**src/rtl/bbc_slowbus_ctrl_pkg.sv**
```systemverilog
// Shared types and defaults for the BBC slow-bus controller.
// States follow the BBC phi0 phases; the timer width bounds TIMEOUT to 8 bits.
package bbc_slowbus_ctrl_pkg;

  localparam int          DEF_SYNC_STAGES = 2;
  localparam int          DEF_TIMEOUT     = 255;
  localparam logic [15:0] BUS_IDLE_ADDR   = 16'hFFFF;

  typedef enum logic [2:0] {
    ST_IDLE  = 3'd0,
    ST_ALIGN = 3'd1,
    ST_PHI1  = 3'd2,
    ST_PHI2  = 3'd3,
    ST_DONE  = 3'd4
  } state_t;

  function automatic logic in_access(input state_t s);
    return (s == ST_ALIGN) || (s == ST_PHI1) || (s == ST_PHI2);
  endfunction

endpackage

```
**src/rtl/phi0_sync.sv**
```systemverilog
// Synchronises bbc_ck2_phi0 into hsclk and flags its edges.
// Edge pulses appear SYNC_STAGES cycles after the raw edge; no backpressure.
module phi0_sync
  import bbc_slowbus_ctrl_pkg::*;
#(
  parameter int SYNC_STAGES = DEF_SYNC_STAGES
) (
  input  logic hsclk,
  input  logic resetb,
  input  logic phi0_async,
  output logic phi0_s1,
  output logic rise_s,
  output logic fall_s
);

  localparam int N = (SYNC_STAGES < 2) ? 2 : SYNC_STAGES;

  logic [N-1:0] sync_q;
  logic         prev_q;
  logic         phi0_s;

  always_ff @(posedge hsclk or negedge resetb) begin
    if (!resetb) begin
      sync_q <= '0;
      prev_q <= 1'b0;
    end else begin
      sync_q <= {sync_q[N-2:0], phi0_async};
      prev_q <= sync_q[N-1];
    end
  end

  // Stage 1 is exported for read capture: it tracks phi0 one cycle ahead of phi0_s.
  assign phi0_s1 = sync_q[0];
  assign phi0_s  = sync_q[N-1];
  assign rise_s  = phi0_s & ~prev_q;
  assign fall_s  = ~phi0_s & prev_q;

endmodule

```
**src/rtl/bbc_slowbus_ctrl.sv**
```systemverilog
// Runs one BBC bus cycle per CPU request, aligned to a full phi0 period.
// Latency: wait for phi0 fall + phi1 + phi2 + 1; stalls the CPU via cpu_rdy until ack.
module bbc_slowbus_ctrl
  import bbc_slowbus_ctrl_pkg::*;
#(
  parameter int SYNC_STAGES = DEF_SYNC_STAGES,
  parameter int TIMEOUT     = DEF_TIMEOUT
) (
  input  logic        hsclk,
  input  logic        resetb,
  input  logic        bbc_ck2_phi0,
  input  logic        req,
  input  logic        req_rnw,
  input  logic [15:0] req_addr,
  input  logic [7:0]  req_wdata,
  input  logic [7:0]  bbc_rdata,
  output logic        cpu_rdy,
  output logic        ack,
  output logic        err,
  output logic [7:0]  rdata,
  output logic [15:0] bbc_addr,
  output logic        bbc_rnw,
  output logic [7:0]  bbc_wdata,
  output logic        bbc_data_oe
);

  localparam logic [7:0] TMO_LAST = 8'(TIMEOUT - 1);

  state_t      state_q, state_d;
  logic [7:0]  timer_q;
  logic [15:0] addr_q;
  logic        rnw_q;
  logic [7:0]  wdata_q;
  logic [7:0]  rdata_q;
  logic        err_q;
  logic        to_err;
  logic        phi0_s1, rise_s, fall_s;
  logic        accept;
  logic        tmo_hit;

  phi0_sync #(
    .SYNC_STAGES(SYNC_STAGES)
  ) u_phi0_sync (
    .hsclk      (hsclk),
    .resetb     (resetb),
    .phi0_async (bbc_ck2_phi0),
    .phi0_s1    (phi0_s1),
    .rise_s     (rise_s),
    .fall_s     (fall_s)
  );

  assign accept  = (state_q == ST_IDLE) && req;
  assign tmo_hit = (timer_q == TMO_LAST);

  always_comb begin
    state_d = state_q;
    to_err  = 1'b0;
    unique case (state_q)
      ST_IDLE:  if (req) state_d = ST_ALIGN;
      ST_ALIGN: begin
        if (tmo_hit) begin
          state_d = ST_DONE;
          to_err  = 1'b1;
        end else if (fall_s) begin
          state_d = ST_PHI1;
        end
      end
      ST_PHI1: begin
        if (tmo_hit) begin
          state_d = ST_DONE;
          to_err  = 1'b1;
        end else if (rise_s) begin
          state_d = ST_PHI2;
        end
      end
      // A phi0 fall landing on the last timer cycle still completes the access cleanly.
      ST_PHI2: begin
        if (fall_s) begin
          state_d = ST_DONE;
        end else if (tmo_hit) begin
          state_d = ST_DONE;
          to_err  = 1'b1;
        end
      end
      ST_DONE:  state_d = ST_IDLE;
      default:  state_d = ST_IDLE;
    endcase
  end

  always_ff @(posedge hsclk or negedge resetb) begin
    if (!resetb) begin
      state_q <= ST_IDLE;
      timer_q <= 8'd0;
      addr_q  <= BUS_IDLE_ADDR;
      rnw_q   <= 1'b1;
      wdata_q <= 8'h00;
      rdata_q <= 8'h00;
      err_q   <= 1'b0;
    end else begin
      state_q <= state_d;
      err_q   <= to_err;
      if (accept) begin
        timer_q <= 8'd0;
        addr_q  <= req_addr;
        rnw_q   <= req_rnw;
        wdata_q <= req_wdata;
      end else if (in_access(state_q)) begin
        timer_q <= timer_q + 8'd1;
      end
      if ((state_q == ST_PHI2) && phi0_s1) begin
        rdata_q <= bbc_rdata;
      end
    end
  end

  // Bus outputs decode straight from the state register so reset parks them at once.
  assign ack         = (state_q == ST_DONE);
  assign err         = ack & err_q;
  assign cpu_rdy     = ~(req & (state_q != ST_DONE));
  assign rdata       = rdata_q;
  assign bbc_addr    = (state_q == ST_IDLE) ? BUS_IDLE_ADDR : addr_q;
  assign bbc_rnw     = (state_q == ST_IDLE) | rnw_q;
  assign bbc_wdata   = wdata_q;
  assign bbc_data_oe = (state_q == ST_PHI2) & ~rnw_q;

endmodule
```
**config.mk**
```make
export PLATFORM = sky130hd
export DESIGN_NAME = bbc_slowbus_ctrl
export DESIGN_NICKNAME = d
export VERILOG_FILES = /design/src/rtl/bbc_slowbus_ctrl_pkg.sv /design/src/rtl/phi0_sync.sv /design/src/rtl/bbc_slowbus_ctrl.sv
export SDC_FILE = /design/constraint.sdc
export NUM_CORES = 1
export LEC_CHECK = 0
export ABC_AREA = 1
export BUFFER_PORTS_ARGS = -buffer_cell sky130_fd_sc_hd__buf_2
export CAP_MARGIN = 20
export CORE_UTILIZATION = 41
export DETAILED_ROUTE_END_ITERATION = 7
export PLACE_DENSITY = 0.66
export REMOVE_ABC_BUFFERS = 1
export SETUP_SLACK_MARGIN = 0.1
export SKIP_LAST_GASP = 1
export SYNTH_ARGS = -nofsm -noshare
export SYNTH_HDL_FRONTEND = slang
export SYNTH_SLANG_ARGS = --single-unit
```
**constraint.sdc**
```tcl
create_clock -name hsclk -period 1.2 [get_ports hsclk]
set_input_delay 0.18 -clock hsclk [delete_from_list [all_inputs] [get_ports hsclk]]
set_output_delay 0.18 -clock hsclk [all_outputs]
set_load 0.05 [all_outputs]
```
==> impl_metrics.json <==
{
  "insertion_delay_ps": 300,
  "fin_nets": 419,
  "dieWidth_um": 75.4,
  "status": "finished, violations left",
  "grt_use_total": 0.204,
  "critPathMaxFanout": 9,
  "avgViaCountPerCell": 4.66,
  "ys_types": 28,
  "clock_skew_ps": 11.1,
  "drc": 0,
  "max_freq_ghz": 0.622,
  "grt_pass1_wl_um": 8660,
  "drt-total-wl_um": 5950,
  "final.setup.tns_ps": -18250,
  "fin_cells": 451,
  "fin_crit_ps": 1610,
  "die_y_um": 75.4,
  "path_class": "reg2out",
  "clock_sinks": 48,
  "grt_max_degree": 49,
  "multi_input_area_um2": 1090,
  "dieArea_um2": 5680,
  "synthCells": 264,
  "final_cell_area_um2": 3580,
  "layout_setup_ws_ps": -409,
  "rows": 26,
  "endpoint_kind": "output port",
  "yosysSeqAreaShare": 0.554,
  "regArea_um2": 1220,
  "place.gp.congestion": 0.817,
  "min_path_type": "in2reg",
  "crit_arrival_ps": 1430,
  "synth_warnings": 0,
  "ys_ff_latch": 48,
  "cts_tree": "yes",
  "root_buffer": "clkbuf_8",
  "slew_viol_final": 0,
  "placedCellCount": 420,
  "numCtsBuffers": 5,
  "antenna_found_initial": 0,
  "nFillCells": 407,
  "max_slew_margin": 0.763,
  "maxCapViolations": 0,
  "syn_area_um2": 2210,
  "fin_crit_sh": 1.34,
  "core_area_um2": 5140,
  "portBuffers": 73,
  "hpwl_um": 3200,
  "clockBufferDepth": 2,
  "initial_core_util": 0.429,
  "overflow": 0,
  "n_antenna_cell": 0,
  "rsz0062_at_grt": "yes",
  "setup_viol": 66,
  "place_area_um2": 2770,
  "postRouteAntennaNets": 0,
  "clk_pin_slew_ps": 90,
  "ios": 74,
  "initialDrtViolationCount": 99,
  "worst_setup_path_start_kind": "register",
  "via_count": 2103,
  "area_growth_pct": 62.1,
  "avgRoutedWirePerCell_um": 13.2,
  "grt_pass1_vias": 1977,
  "drive_gt1_frac": 0.520,
  "worstMarginPinSlew_ps": 356,
  "violations": "setup timing",
  "dr.pass1.iters": 4,
  "syn_avg_cell_area_um2": 8.36,
  "htreeDepth": 2,
  "final_hold_viol_count": 0,
  "required_ps": 1020
}
through the flow:
step	setup slack, ps	hold slack (ps)	utilization
floorplan	-1050	-116	-
global placement	-133	188	0.538
detailed placement	-171	183	0.538
CTS	-388	58.9	0.633
global route	-455	63.2	0.696
finish	-409	70.2	0.696
timing repair:
action / CTS / global route
buffers inserted: 12 / 4
hold buffers: 2 / 0
pin swaps: 12 / 12
cloned: 2 / 4
endpoints found under the setup margin: 72 / 77
gates resized for setup: 84 / 93
hold endpoints to repair: 32 / 0
state kept, by name (all words and copies together), names as in the netlist:
register / flops
rnw_q: 1
state_q: 3
err_q: 1
addr_q: 16
u_phi0_sync.sync_q: 2
bbc_wdata: 8
rdata: 8
u_phi0_sync.prev_q: 1
timer_q: 8
cells by family (layout without fill, tap and decap cells):
group | Yosys count | count (layout) | synth area share
AOI/OAI and AO/OA | 13 | 13 | 0.0312
xor gates and xnor gates | 1 | 1 | 0.00397
adders and majority gates | 2 | 2 | 0.0113
buffers and inverters | 25 | 141 | 0.0590
DFF | 48 | 48 | 0.554
and+or+nand+nor | 175 | 176 | 0.341
synth_stat cells:
master / n / area share
nor3_1: 4 / 0.0091
o21ai_0: 4 / 0.0091
inv_4: 1 / 0.0028
inv_1: 14 / 0.024
a21oi_1: 7 / 0.016
or2_2: 17 / 0.048
ha_1: 2 / 0.011
nor2_1: 19 / 0.032
nand3_2: 1 / 0.0045
nand2_1: 114 / 0.19
buf_4: 1 / 0.0034
and3_1: 1 / 0.0028
nand2_2: 1 / 0.0028
nor2_2: 1 / 0.0028
o21ai_1: 1 / 0.0023
dfrtp_1: 31 / 0.35
buf_6: 3 / 0.015
xor2_1: 1 / 0.0040
clkbuf_1: 1 / 0.0017
a311oi_1: 1 / 0.0040
inv_2: 2 / 0.0034
inv_6: 1 / 0.0040
nand2_4: 1 / 0.0051
buf_2: 1 / 0.0023
clkbuf_2: 1 / 0.0023
nor2_4: 1 / 0.0051
dfstp_2: 17 / 0.20
nand3_1: 15 / 0.034
path summary, 6_finish.rpt:
check / start / depth (start not counted) / end / slack [ps]
min: req_rnw / 3 / rnw_q$_DFFE_PN1P_ / 70
min in group asynchronous: resetb / 3 / timer_q[1]$_DFFE_PN0P_ / 380
max reg2reg: state_q[1]$_DFFE_PN0P_ / 8 / bbc_wdata[4]$_DFFE_PN0P_ / -340
min reg2reg: u_phi0_sync.sync_q[1]$_DFF_PN0_ / 0 / u_phi0_sync.prev_q$_DFF_PN0_ / 410
max: state_q[1]$_DFFE_PN0P_ / 5 / bbc_addr[14] / -410
max in group asynchronous: resetb / 3 / addr_q[12]$_DFFE_PN1P_ / 520
layer usage:
layer / global-route usage / part of all wire / up-vias
met5: 0 / 0 / -
met4: 0.0700 / 0.014 / 0
met3: 0.0450 / 0.041 / 8
met2: 0.336 / 0.49 / 60
met1: 0.268 / 0.45 / 981
li1: - / - / 1054
critical path: stages (launching register included):
cell	delay (ps)
dfrtp_2	450
nor2_4	190
nand2_8	110
inv_8	100
or2_2	120
buf_8	140
cells in the final DEF (no fill, tap or decap), types with 11 or more instances in the layout:
cell,netlist,layout
or2_4,0,13
nor2_1,19,12
buf_8,0,19
buf_2,1,36
dfrtp_1,31,30
nand3_1,15,13
buf_6,3,11
dfstp_2,17,17
buf_4,1,41
nand2_1,114,102
cell type report:
class | instances | share of cell area
sequential | 48 | 0.342
multi-input combinational | 192 | 0.305
timing repair buffer | 111 | 0.267
clock buffer | 8 | 0.0252
inverter | 18 | 0.0252
tap | 70 | 0.0245
timing repair inverter | 4 | 0.0112
Power is not shown: default switching activity piles up to over one toggle a cycle in this logic, so the estimate is an artifact.
